<file path="src/rtl/tmr_lockstep_controller.sv">
// Lockstep supervisor for three replicated cores: bitwise 2-of-3 voting of the
// data-memory request and PC, per-lane fault tracking and restart sequencing.
module tmr_lockstep_controller #(
    parameter int FAULT_LIMIT   = 3,
    parameter int RESYNC_CYCLES = 4
) (
    input  logic        clk,
    input  logic        rst_in,
    input  logic [31:0] pc_a,
    input  logic [31:0] pc_b,
    input  logic [31:0] pc_c,
    input  logic        memwrite_a,
    input  logic        memwrite_b,
    input  logic        memwrite_c,
    input  logic [31:0] addr_a,
    input  logic [31:0] addr_b,
    input  logic [31:0] addr_c,
    input  logic [31:0] wdata_a,
    input  logic [31:0] wdata_b,
    input  logic [31:0] wdata_c,
    output logic        mem_we,
    output logic [31:0] mem_addr,
    output logic [31:0] mem_wdata,
    output logic [31:0] pc_voted,
    output logic        core_rst_n,
    output logic        resync,
    output logic        no_majority,
    output logic [2:0]  fault_flags,
    output logic [7:0]  err_count
);

    localparam logic [3:0] LIMIT_M1  = 4'(FAULT_LIMIT - 1);
    localparam logic [7:0] HOLD_INIT = 8'(RESYNC_CYCLES - 1);

    typedef enum logic {ST_RUN = 1'b0, ST_RESYNC = 1'b1} state_t;

    state_t      state_q, state_d;
    logic [7:0]  hold_q, hold_d;
    logic [3:0]  miss_cnt_q [3];
    logic [3:0]  miss_cnt_d [3];
    logic [2:0]  fault_flags_q, fault_flags_d;
    logic [7:0]  err_count_q, err_count_d;
    logic        core_rst_n_q, core_rst_n_d;

    logic [31:0] pc_l    [3];
    logic [31:0] addr_l  [3];
    logic [31:0] wdata_l [3];
    logic        we_l    [3];
    logic [96:0] lane_vec [3];
    logic [96:0] voted_vec;
    logic [2:0]  lane_mis;
    logic [2:0]  limit_hit;
    logic        vote_we;
    logic        trigger;

    assign pc_l    = '{pc_a, pc_b, pc_c};
    assign addr_l  = '{addr_a, addr_b, addr_c};
    assign wdata_l = '{wdata_a, wdata_b, wdata_c};
    assign we_l    = '{memwrite_a, memwrite_b, memwrite_c};

    assign pc_voted  = (pc_a & pc_b) | (pc_a & pc_c) | (pc_b & pc_c);
    assign mem_addr  = (addr_a & addr_b) | (addr_a & addr_c) | (addr_b & addr_c);
    assign mem_wdata = (wdata_a & wdata_b) | (wdata_a & wdata_c) | (wdata_b & wdata_c);
    assign vote_we   = (memwrite_a & memwrite_b) | (memwrite_a & memwrite_c) | (memwrite_b & memwrite_c);

    // Store data only takes part in the comparison when the vote says it is a store.
    assign voted_vec = {pc_voted, vote_we, mem_addr, vote_we ? mem_wdata : 32'h0};

    generate
        for (genvar gi = 0; gi < 3; gi++) begin : g_lane
            assign lane_vec[gi]  = {pc_l[gi], we_l[gi], addr_l[gi], vote_we ? wdata_l[gi] : 32'h0};
            assign lane_mis[gi]  = (lane_vec[gi] != voted_vec);
            assign limit_hit[gi] = lane_mis[gi] && (miss_cnt_q[gi] == LIMIT_M1);
        end
    endgenerate

    assign no_majority = (lane_vec[0] != lane_vec[1]) &&
                         (lane_vec[0] != lane_vec[2]) &&
                         (lane_vec[1] != lane_vec[2]);
    assign trigger = no_majority || (|limit_hit);

    always_ff @(posedge clk or negedge rst_in) begin
        if (!rst_in) begin
            state_q       <= ST_RESYNC;
            hold_q        <= HOLD_INIT;
            fault_flags_q <= 3'b000;
            err_count_q   <= 8'd0;
            core_rst_n_q  <= 1'b0;
            for (int i = 0; i < 3; i++) miss_cnt_q[i] <= 4'd0;
        end else begin
            state_q       <= state_d;
            hold_q        <= hold_d;
            fault_flags_q <= fault_flags_d;
            err_count_q   <= err_count_d;
            core_rst_n_q  <= core_rst_n_d;
            for (int i = 0; i < 3; i++) miss_cnt_q[i] <= miss_cnt_d[i];
        end
    end

    always_comb begin
        state_d = state_q;
        case (state_q)
            ST_RUN:    if (trigger) state_d = ST_RESYNC;
            ST_RESYNC: if (hold_q == 8'd0) state_d = ST_RUN;
            default:   state_d = ST_RESYNC;
        endcase
    end

    always_comb begin
        hold_d        = hold_q;
        fault_flags_d = fault_flags_q;
        err_count_d   = err_count_q;
        for (int i = 0; i < 3; i++) miss_cnt_d[i] = 4'd0;
        if (state_q == ST_RUN) begin
            if (trigger) begin
                hold_d        = HOLD_INIT;
                fault_flags_d = fault_flags_q | (no_majority ? 3'b111 : limit_hit);
                err_count_d   = (err_count_q == 8'hFF) ? err_count_q : err_count_q + 8'd1;
            end else begin
                for (int i = 0; i < 3; i++)
                    miss_cnt_d[i] = lane_mis[i] ? miss_cnt_q[i] + 4'd1 : 4'd0;
            end
        end else if (hold_q != 8'd0) begin
            hold_d = hold_q - 8'd1;
        end
        // The core reset releases on the same edge that returns the FSM to RUN.
        core_rst_n_d = (state_d == ST_RUN);
    end

    always_comb begin
        mem_we      = vote_we && (state_q == ST_RUN) && !no_majority;
        resync      = (state_q == ST_RESYNC);
        core_rst_n  = core_rst_n_q;
        fault_flags = fault_flags_q;
        err_count   = err_count_q;
    end

endmodule

</file>
<file path="config.mk">
export PLATFORM = sky130hd
export DESIGN_NAME = tmr_lockstep_controller
export DESIGN_NICKNAME = d
export VERILOG_FILES = /design/src/rtl/tmr_lockstep_controller.sv
export SDC_FILE = /design/constraint.sdc
export NUM_CORES = 1
export LEC_CHECK = 0
export ABC_CLOCK_PERIOD_IN_PS = 3300
export CORE_ASPECT_RATIO = 0.6
export CORE_MARGIN = 5
export CORE_UTILIZATION = 47
export CTS_CLUSTER_DIAMETER = 40
export CTS_CLUSTER_SIZE = 40
export DETAILED_ROUTE_END_ITERATION = 16
export PLACE_DENSITY = 0.91
export SYNTH_ARGS = -nofsm -noshare
export SYNTH_HDL_FRONTEND = slang
export SYNTH_SLANG_ARGS = --single-unit
</file>
<file path="constraint.sdc">
create_clock -name clk -period 3.3 [get_ports clk]
set_clock_uncertainty 0.1 [all_clocks]
set_input_delay 0.66 -clock clk [delete_from_list [all_inputs] [get_ports clk]]
set_output_delay 0.66 -clock clk [all_outputs]
set_load 0.05 [all_outputs]
</file>
==> results of run 1 <==
[synthesized netlist by cell type, types with 3 or more instances]
| cell type | n | area share, % |
|---|---|---|
| sky130_fd_sc_hd__clkbuf_1 | 62 | 2.1 |
| sky130_fd_sc_hd__o32ai_1 | 6 | 0.49 |
| sky130_fd_sc_hd__nand3_1 | 23 | 1.1 |
| sky130_fd_sc_hd__xor2_1 | 82 | 6.6 |
| sky130_fd_sc_hd__o2111ai_1 | 21 | 1.7 |
| sky130_fd_sc_hd__o32a_1 | 4 | 0.37 |
| sky130_fd_sc_hd__a21oi_1 | 21 | 0.97 |
| sky130_fd_sc_hd__a22o_1 | 3 | 0.24 |
| sky130_fd_sc_hd__o21bai_1 | 4 | 0.28 |
| sky130_fd_sc_hd__a211oi_1 | 8 | 0.55 |
| sky130_fd_sc_hd__nor3b_1 | 18 | 1.2 |
| sky130_fd_sc_hd__nor2_1 | 40 | 1.4 |
| sky130_fd_sc_hd__nor3_1 | 50 | 2.3 |
| sky130_fd_sc_hd__and2_1 | 3 | 0.17 |
| sky130_fd_sc_hd__dfstp_2 | 3 | 0.73 |
| sky130_fd_sc_hd__or4_1 | 5 | 0.35 |
| sky130_fd_sc_hd__nand4_1 | 52 | 3.0 |
| sky130_fd_sc_hd__dfrtp_1 | 30 | 6.9 |
| sky130_fd_sc_hd__maj3_1 | 7 | 0.65 |
| sky130_fd_sc_hd__nor3_2 | 27 | 2.5 |
| sky130_fd_sc_hd__a41oi_1 | 3 | 0.24 |
| sky130_fd_sc_hd__a31oi_1 | 8 | 0.46 |
| sky130_fd_sc_hd__a22o_2 | 4 | 0.37 |
| sky130_fd_sc_hd__o21ai_0 | 26 | 1.2 |
| sky130_fd_sc_hd__and3_1 | 5 | 0.29 |
| sky130_fd_sc_hd__ha_1 | 204 | 24 |
| sky130_fd_sc_hd__xnor2_1 | 210 | 17 |
| sky130_fd_sc_hd__a22oi_1 | 4 | 0.28 |
| sky130_fd_sc_hd__buf_2 | 16 | 0.74 |
| sky130_fd_sc_hd__a2111oi_0 | 12 | 0.97 |
| sky130_fd_sc_hd__nor4_1 | 93 | 5.4 |
| sky130_fd_sc_hd__and3b_1 | 3 | 0.24 |
| sky130_fd_sc_hd__o211ai_1 | 3 | 0.21 |
| sky130_fd_sc_hd__inv_1 | 100 | 3.5 |
| sky130_fd_sc_hd__a221oi_1 | 3 | 0.24 |
| sky130_fd_sc_hd__nand2b_1 | 27 | 1.6 |
| sky130_fd_sc_hd__nand2_1 | 40 | 1.4 |
| sky130_fd_sc_hd__or3b_2 | 23 | 1.9 |
| sky130_fd_sc_hd__nand3b_1 | 39 | 2.7 |
| sky130_fd_sc_hd__o22ai_1 | 11 | 0.64 |
| sky130_fd_sc_hd__nor2b_1 | 7 | 0.40 |
[cells by family after synthesis]
| group | after synthesis | share of synthesized area (%) |
|---|---|---|
| flip-flops | 33 | 7.66 |
| AND/OR/NAND/NOR | 468 | 27.1 |
| XOR/XNOR | 292 | 23.6 |
| adder cells (fa/ha/maj) | 211 | 24.2 |
| buffers and inverters | 181 | 6.63 |
| AO/OA/AOI/OAI | 157 | 10.7 |
| multiplexers | 1 | 0.104 |
[through the flow]
stage               hold slack, ns  setup WS, ns  utilization, %
floorplan                    0.264        -0.112               -
global placement             0.368         -1.25            83.4
detailed placement           0.388         -1.44            83.4
CTS                          0.396        -0.377            94.5
[routing by layer]
metal,GRT overflow,global-route usage (%)
met5,36,85.9
met4,448,85.0
met3,638,107
met2,1421,115
met1,987,106
[timing repair]
action | CTS
cloned | 1
buffers inserted | 51
hold buffers | 0
gates resized for setup | 750
setup endpoints to repair | 35
pin swaps | 209
==> key figures, run 1 <==
Logic synthesis
  • Commonest register cell after synthesis: sky130_fd_sc_hd__dfrtp_1
  • Yosys synthesis warning count: 0
  • Synth Net Count: 1,840
  • Synthesized cell area: 10,800 um2
  • Register bit total from synthesis: 33
  • Post-synthesis cell type count: 69
  • Async SR Flop Fraction: 100%
  • Count of flip-flops with a built-in enable after synthesis: 0
  • Number of standard cells after synthesis: 1,343
  • Avg Synthesized Cell Area: 8.06 um2
  • Fraction of the yosys area taken by sequential cells: 7.66%

Global route
  • Total gr overflow: 3,530
  • Total track usage: 105%
  • Wire length of the first global-routing pass: 198 mm
  • Vias in the first global route: 24,300
  • Maximum number of pins on one net before global-route repair: 34

Run status
  • Failing step: 5_1_grt
  • Run status: aborted with a tool error
  • Log Error: [ERROR GRT-0116] Global routing finished with congestion. Check the congestion regions in the DRC Viewer.

Clocking
  • TritonCTS Buffers: 5
  • Sinks on the clock net: 33
  • Clk root buf: sky130_fd_sc_hd__clkbuf_16
  • Deepest clock path buffer count: 2
  • H-Tree Depth: 2

Floorplanning
  • Placement row count: 43
  • Initial Utilization: 47.3%
  • IO Count: 404
  • Die X-Extent: 206 um
  • Y dimension of the die: 128 um

Place
  • Post-Place Cell Area: 19,100 um2
  • HPWL after DPL: 61.5 mm
  • Placer's final routability congestion estimate: 1.26
  • Post-Place Cells: 2,506
  • Count of input and output buffers: 403
==> run 2, diff against run 1 <==
CORE_ASPECT_RATIO = unset   (was 0.6)
CORE_UTILIZATION = 40   (was 47)
CTS_CLUSTER_DIAMETER = unset   (was 40)
CTS_CLUSTER_SIZE = unset   (was 40)
PLACE_DENSITY = unset   (was 0.91)
PLACE_DENSITY_LB_ADDON = 0.15   (was unset)
==> run 2 against run 1 <==
Compared with the run above:
- the flow now finishes, with violations (negative setup slack)
- synthesized cell count unchanged
- synthesized area unchanged
==> key figures, run 2 <==
Clocking
  • Reg clk slew, reported paths: 0.05 ns
  • H-Tree Depth: 2 (unchanged)
  • Worst-Skew Late Latency: 0.28 ns
  • Sinks on the clock net: 33 (unchanged)
  • Deepest clock path buffer count: 2 (unchanged)
  • TritonCTS Buffers: 5 (unchanged)
  • CTS tree: done
  • Clk root buf: sky130_fd_sc_hd__clkbuf_16

Drt
  • Total length of routed wires: 80.6 mm
  • Violation count after the first detailed-route iteration: 1,780
  • Highest metal layer with signal wires: met5
  • Avg WL per Cell: 30.6 um
  • Avg Vias per Cell: 6.41
  • Number of remaining DRC errors: 0
  • Routed metal-1 wire length: 25.1 mm
  • Count of TritonRoute iterations in the first routing pass: 6
  • Number of nets with antenna violations after detailed routing: 0
  • DR WL met2: 35.3 mm
  • Met3 wire length: 9.95 mm
  • Vias: 16,800

Setup path
  • Data arrival time at the worst-slack endpoint: 3.83 ns
  • Top cell family by delay on the critical path: simple AND/OR/NAND/NOR gates
  • Beginning of the critical path: addr_a[17]
  • Sequence of cells on the critical path: dlygate4sd2_1 -> ha_2 -> nor4_1 -> nand4_1 -> nor2_2 -> nand3_2 -> a31oi_4 -> nor3_4 -> nor3_4 -> buf_12
  • Most repeated library cell on the critical path: sky130_fd_sc_hd__nor3_4
  • Number of buffers and inverters on the critical path: 2
  • Number of cells traversed by the worst register-to-register path: 6
  • Instance count on the critical path: 10
  • Critical Path Sink: mem_we
  • Peak fanout along the critical path: 3
  • Worst Path Class, Setup: in -> out
  • CP Launch Type: primary input
  • R2R Path Start: hold_q[3]
  • R2R setup slack: 0.56 ns
  • CP Data Required Time: 2.54 ns
  • Worst reg2reg endpoint: hold_q[5]
  • Cell type of the slowest stage on the worst timing path: sky130_fd_sc_hd__nor4_1
  • Slowest stage delay, CP: 0.69 ns
  • Crit path capture type: output port

Layout
  • Register bank with the most flops: miss_cnt_q
  • Most common cell after layout, fill and taps aside: sky130_fd_sc_hd__buf_4
  • Share of layout cells above drive strength 1: 51.8%
  • Layout Nets: 2,772
  • Commonest non-fill, non-tap cells in the layout: sky130_fd_sc_hd__buf_4 (634), sky130_fd_sc_hd__xnor2_1 (191), sky130_fd_sc_hd__dlygate4sd2_1 (120)
  • Fill cell instance count of the final layout: 1,427
  • Flip-flop count of the largest register, all copies and words added: 12
  • Growth of design area from synthesis to finish: 106%
  • Cell area after layout: 22,300 um2

Pwr
  • Internal power component: 2.44 mW
  • Overall power consumption: 4.81 mW
  • Switching fraction of total power: 49.2%
  • IR Drop Worst-Case VDD: 0.187 mV
  • Relative contribution of sequential cells to total power: 8.4%
  • Relative contribution of combinational cells to total power: 82.1%
  • Sw power: 2.37 mW
  • Clock network power share: 9.5%
  • Leakage dissipation: 9.93 nW
  • Power per standard cell area: 216 nW/um2

Global route
  • Initial antenna violation count: 9
  • Total track usage: 43.2%
  • Wire length of the first global-routing pass: 101 mm
  • Maximum number of pins on one net before global-route repair: 34
  • Vias in the first global route: 16,700
  • Total gr overflow: 0

Place
  • Placer's final routability congestion estimate: 1.06 (-16%)
  • HPWL after DPL: 55.4 mm (-10%)
  • Count of input and output buffers: 403 (unchanged)
  • Post-Place Cell Area: 19,300 um2 (+1.1%)

Logic synthesis
  • Count of flip-flops with a built-in enable after synthesis: 0 (unchanged)
  • Synthesized cell area: 10,800 um2 (unchanged)
  • Share of the synthesized area in the top cell type: 23.6% (unchanged)
  • Yosys synthesis warning count: 0 (unchanged)
  • Avg Synthesized Cell Area: 8.06 um2 (unchanged)
  • Leading post-synthesis cells by cell area: sky130_fd_sc_hd__ha_1 (24%), sky130_fd_sc_hd__xnor2_1 (17%), sky130_fd_sc_hd__dfrtp_1 (6.9%)
  • Fraction of the yosys area taken by sequential cells: 7.66% (unchanged)
  • Post-synthesis cell type count: 69 (unchanged)
  • Most frequent cell after synthesis: sky130_fd_sc_hd__xnor2_1
  • Synth Net Count: 1,840 (unchanged)
  • Register bit total from synthesis: 33 (unchanged)
  • Top cells by count, synth: sky130_fd_sc_hd__xnor2_1 (210), sky130_fd_sc_hd__ha_1 (204), sky130_fd_sc_hd__inv_1 (100), sky130_fd_sc_hd__nor4_1 (93), sky130_fd_sc_hd__xor2_1 (82)
  • Number of standard cells after synthesis: 1,343 (unchanged)
  • Dominant cell type by area after synthesis: sky130_fd_sc_hd__ha_1
  • Commonest register cell after synthesis: sky130_fd_sc_hd__dfrtp_1
  • Async SR Flop Fraction: 100% (unchanged)

Timing
  • Count of endpoints failing setup in the final report: 35
  • Maximum clock frequency: 218 MHz
  • Final max-slew violation count: 0
  • Share of the clock period used by the worst path after layout: 139%
  • Setup repair after global routing missed its margin: yes
  • Actual transition at the worst max-transition pin: 1.27 ns
  • Min Tclk post-route: 4.59 ns
  • Worst slew margin relative to its limit: 15.1%
  • Worst path setup slack after routing: -1.29 ns
  • Count of endpoints failing hold in the final timing report: 0

Job
  • Max-cap violations: 0

Floorplanning
  • Die X-Extent: 175 um (-15%)
  • Placement row count: 60 (+40%)
  • Core footprint: 26,800 um2
  • Die area: 30,500 um2
  • Initial Utilization: 40.4% (-7.0 points)
  • Y dimension of the die: 175 um (+37%)
  • IO Count: 404 (unchanged)

Run status
  • Run status: complete, but fails checks
  • Violations in the final reports: negative setup slack

Hold path
  • Path class of the lowest-slack min-delay path: reg -> reg
## run 2: cell counts after synthesis
No cell type changed its count.
## run 2: layer usage
| layer | track usage (%) | vias to the layer above |
|---|---|---|
| met2 | 76.0 | 1536 |
| li1 | - | 6798 |
| met3 | 9.90 | 710 |
| met5 | 0 | - |
| met4 | 34.3 | 2 |
| met1 | 43.7 | 7794 |
## run 2: area by class of cell
cell class,instances,area [um2],share of cell area [%]
Tap cell,341,427,1.91
Multi-Input combinational cell,1129,12000,53.8
Inverter,100,375,1.68
Sequential cell,33,830,3.72
Clock inverter,3,17.5,0.0785
Clock buffer,5,125,0.560
Antenna cell,12,30.0,0.135
Timing Repair Buffer,1006,8500,38.1
## run 2: through the flow
stage               hold slack (ns)  setup slack [ns]  util, %  TNS [ns]  cells
finish                        0.380             -1.29     83.3    -38.55   2629
global route                  0.419             -1.22     83.3    -36.97   2625
CTS                           0.383            -0.368     80.3     -8.22   2605
detailed placement            0.361             -1.52     71.9    -47.12   2548
global placement              0.362             -1.48     71.9    -46.13   2548
floorplan                     0.264            -0.112        -    -0.902   1343
## run 2: repair_timing
item | CTS | global route
pin swaps | 222 | 97
setup buffers | 52 | 14
setup endpoints to repair | 35 | 35
gates resized for setup | 806 | 187
gates cloned | 1 | 0
hold buffers | 0 | 0
## run 2: worst min path at each step
| stage | from | endpoint | slack (ns) | cells after the start |
|---|---|---|---|---|
| global placement | fault_flags[2] | fault_flags[2] | 0.36 | 1 |
| finish | fault_flags[2] | fault_flags[2] | 0.38 | 1 |
| floorplan | rst_in | core_rst_n | 0.26 | 0 |
| CTS | fault_flags[1] | fault_flags[1] | 0.38 | 1 |
| global route | fault_flags[2] | fault_flags[2] | 0.42 | 1 |
| detailed placement | fault_flags[1] | fault_flags[1] | 0.36 | 1 |
## run 2: logic make-up (layout without fill, tap and decap cells)
group	count (synthesis)	after routing	share of synthesized area, %
AOI/OAI and AO/OA	157	157	10.7
xor gates and xnor gates	292	292	23.6
adders and majority gates	211	211	24.2
buffers and inverters	181	1114	6.63
DFF	33	33	7.66
muxes	1	1	0.104
other	0	12	0
and+or+nand+nor	468	468	27.1
## run 2: power by group through the flow
stage	Combinational, mW	Sequential [mW]	Clock, mW
after floorplan	1.34	0.412	0
after global placement	3.11	0.412	0
after detailed placement	3.15	0.412	0
after CTS	3.46	0.405	0.453
after global routing	4.01	0.405	0.477
final	3.95	0.405	0.458
Power figures use the tool's default switching activity.
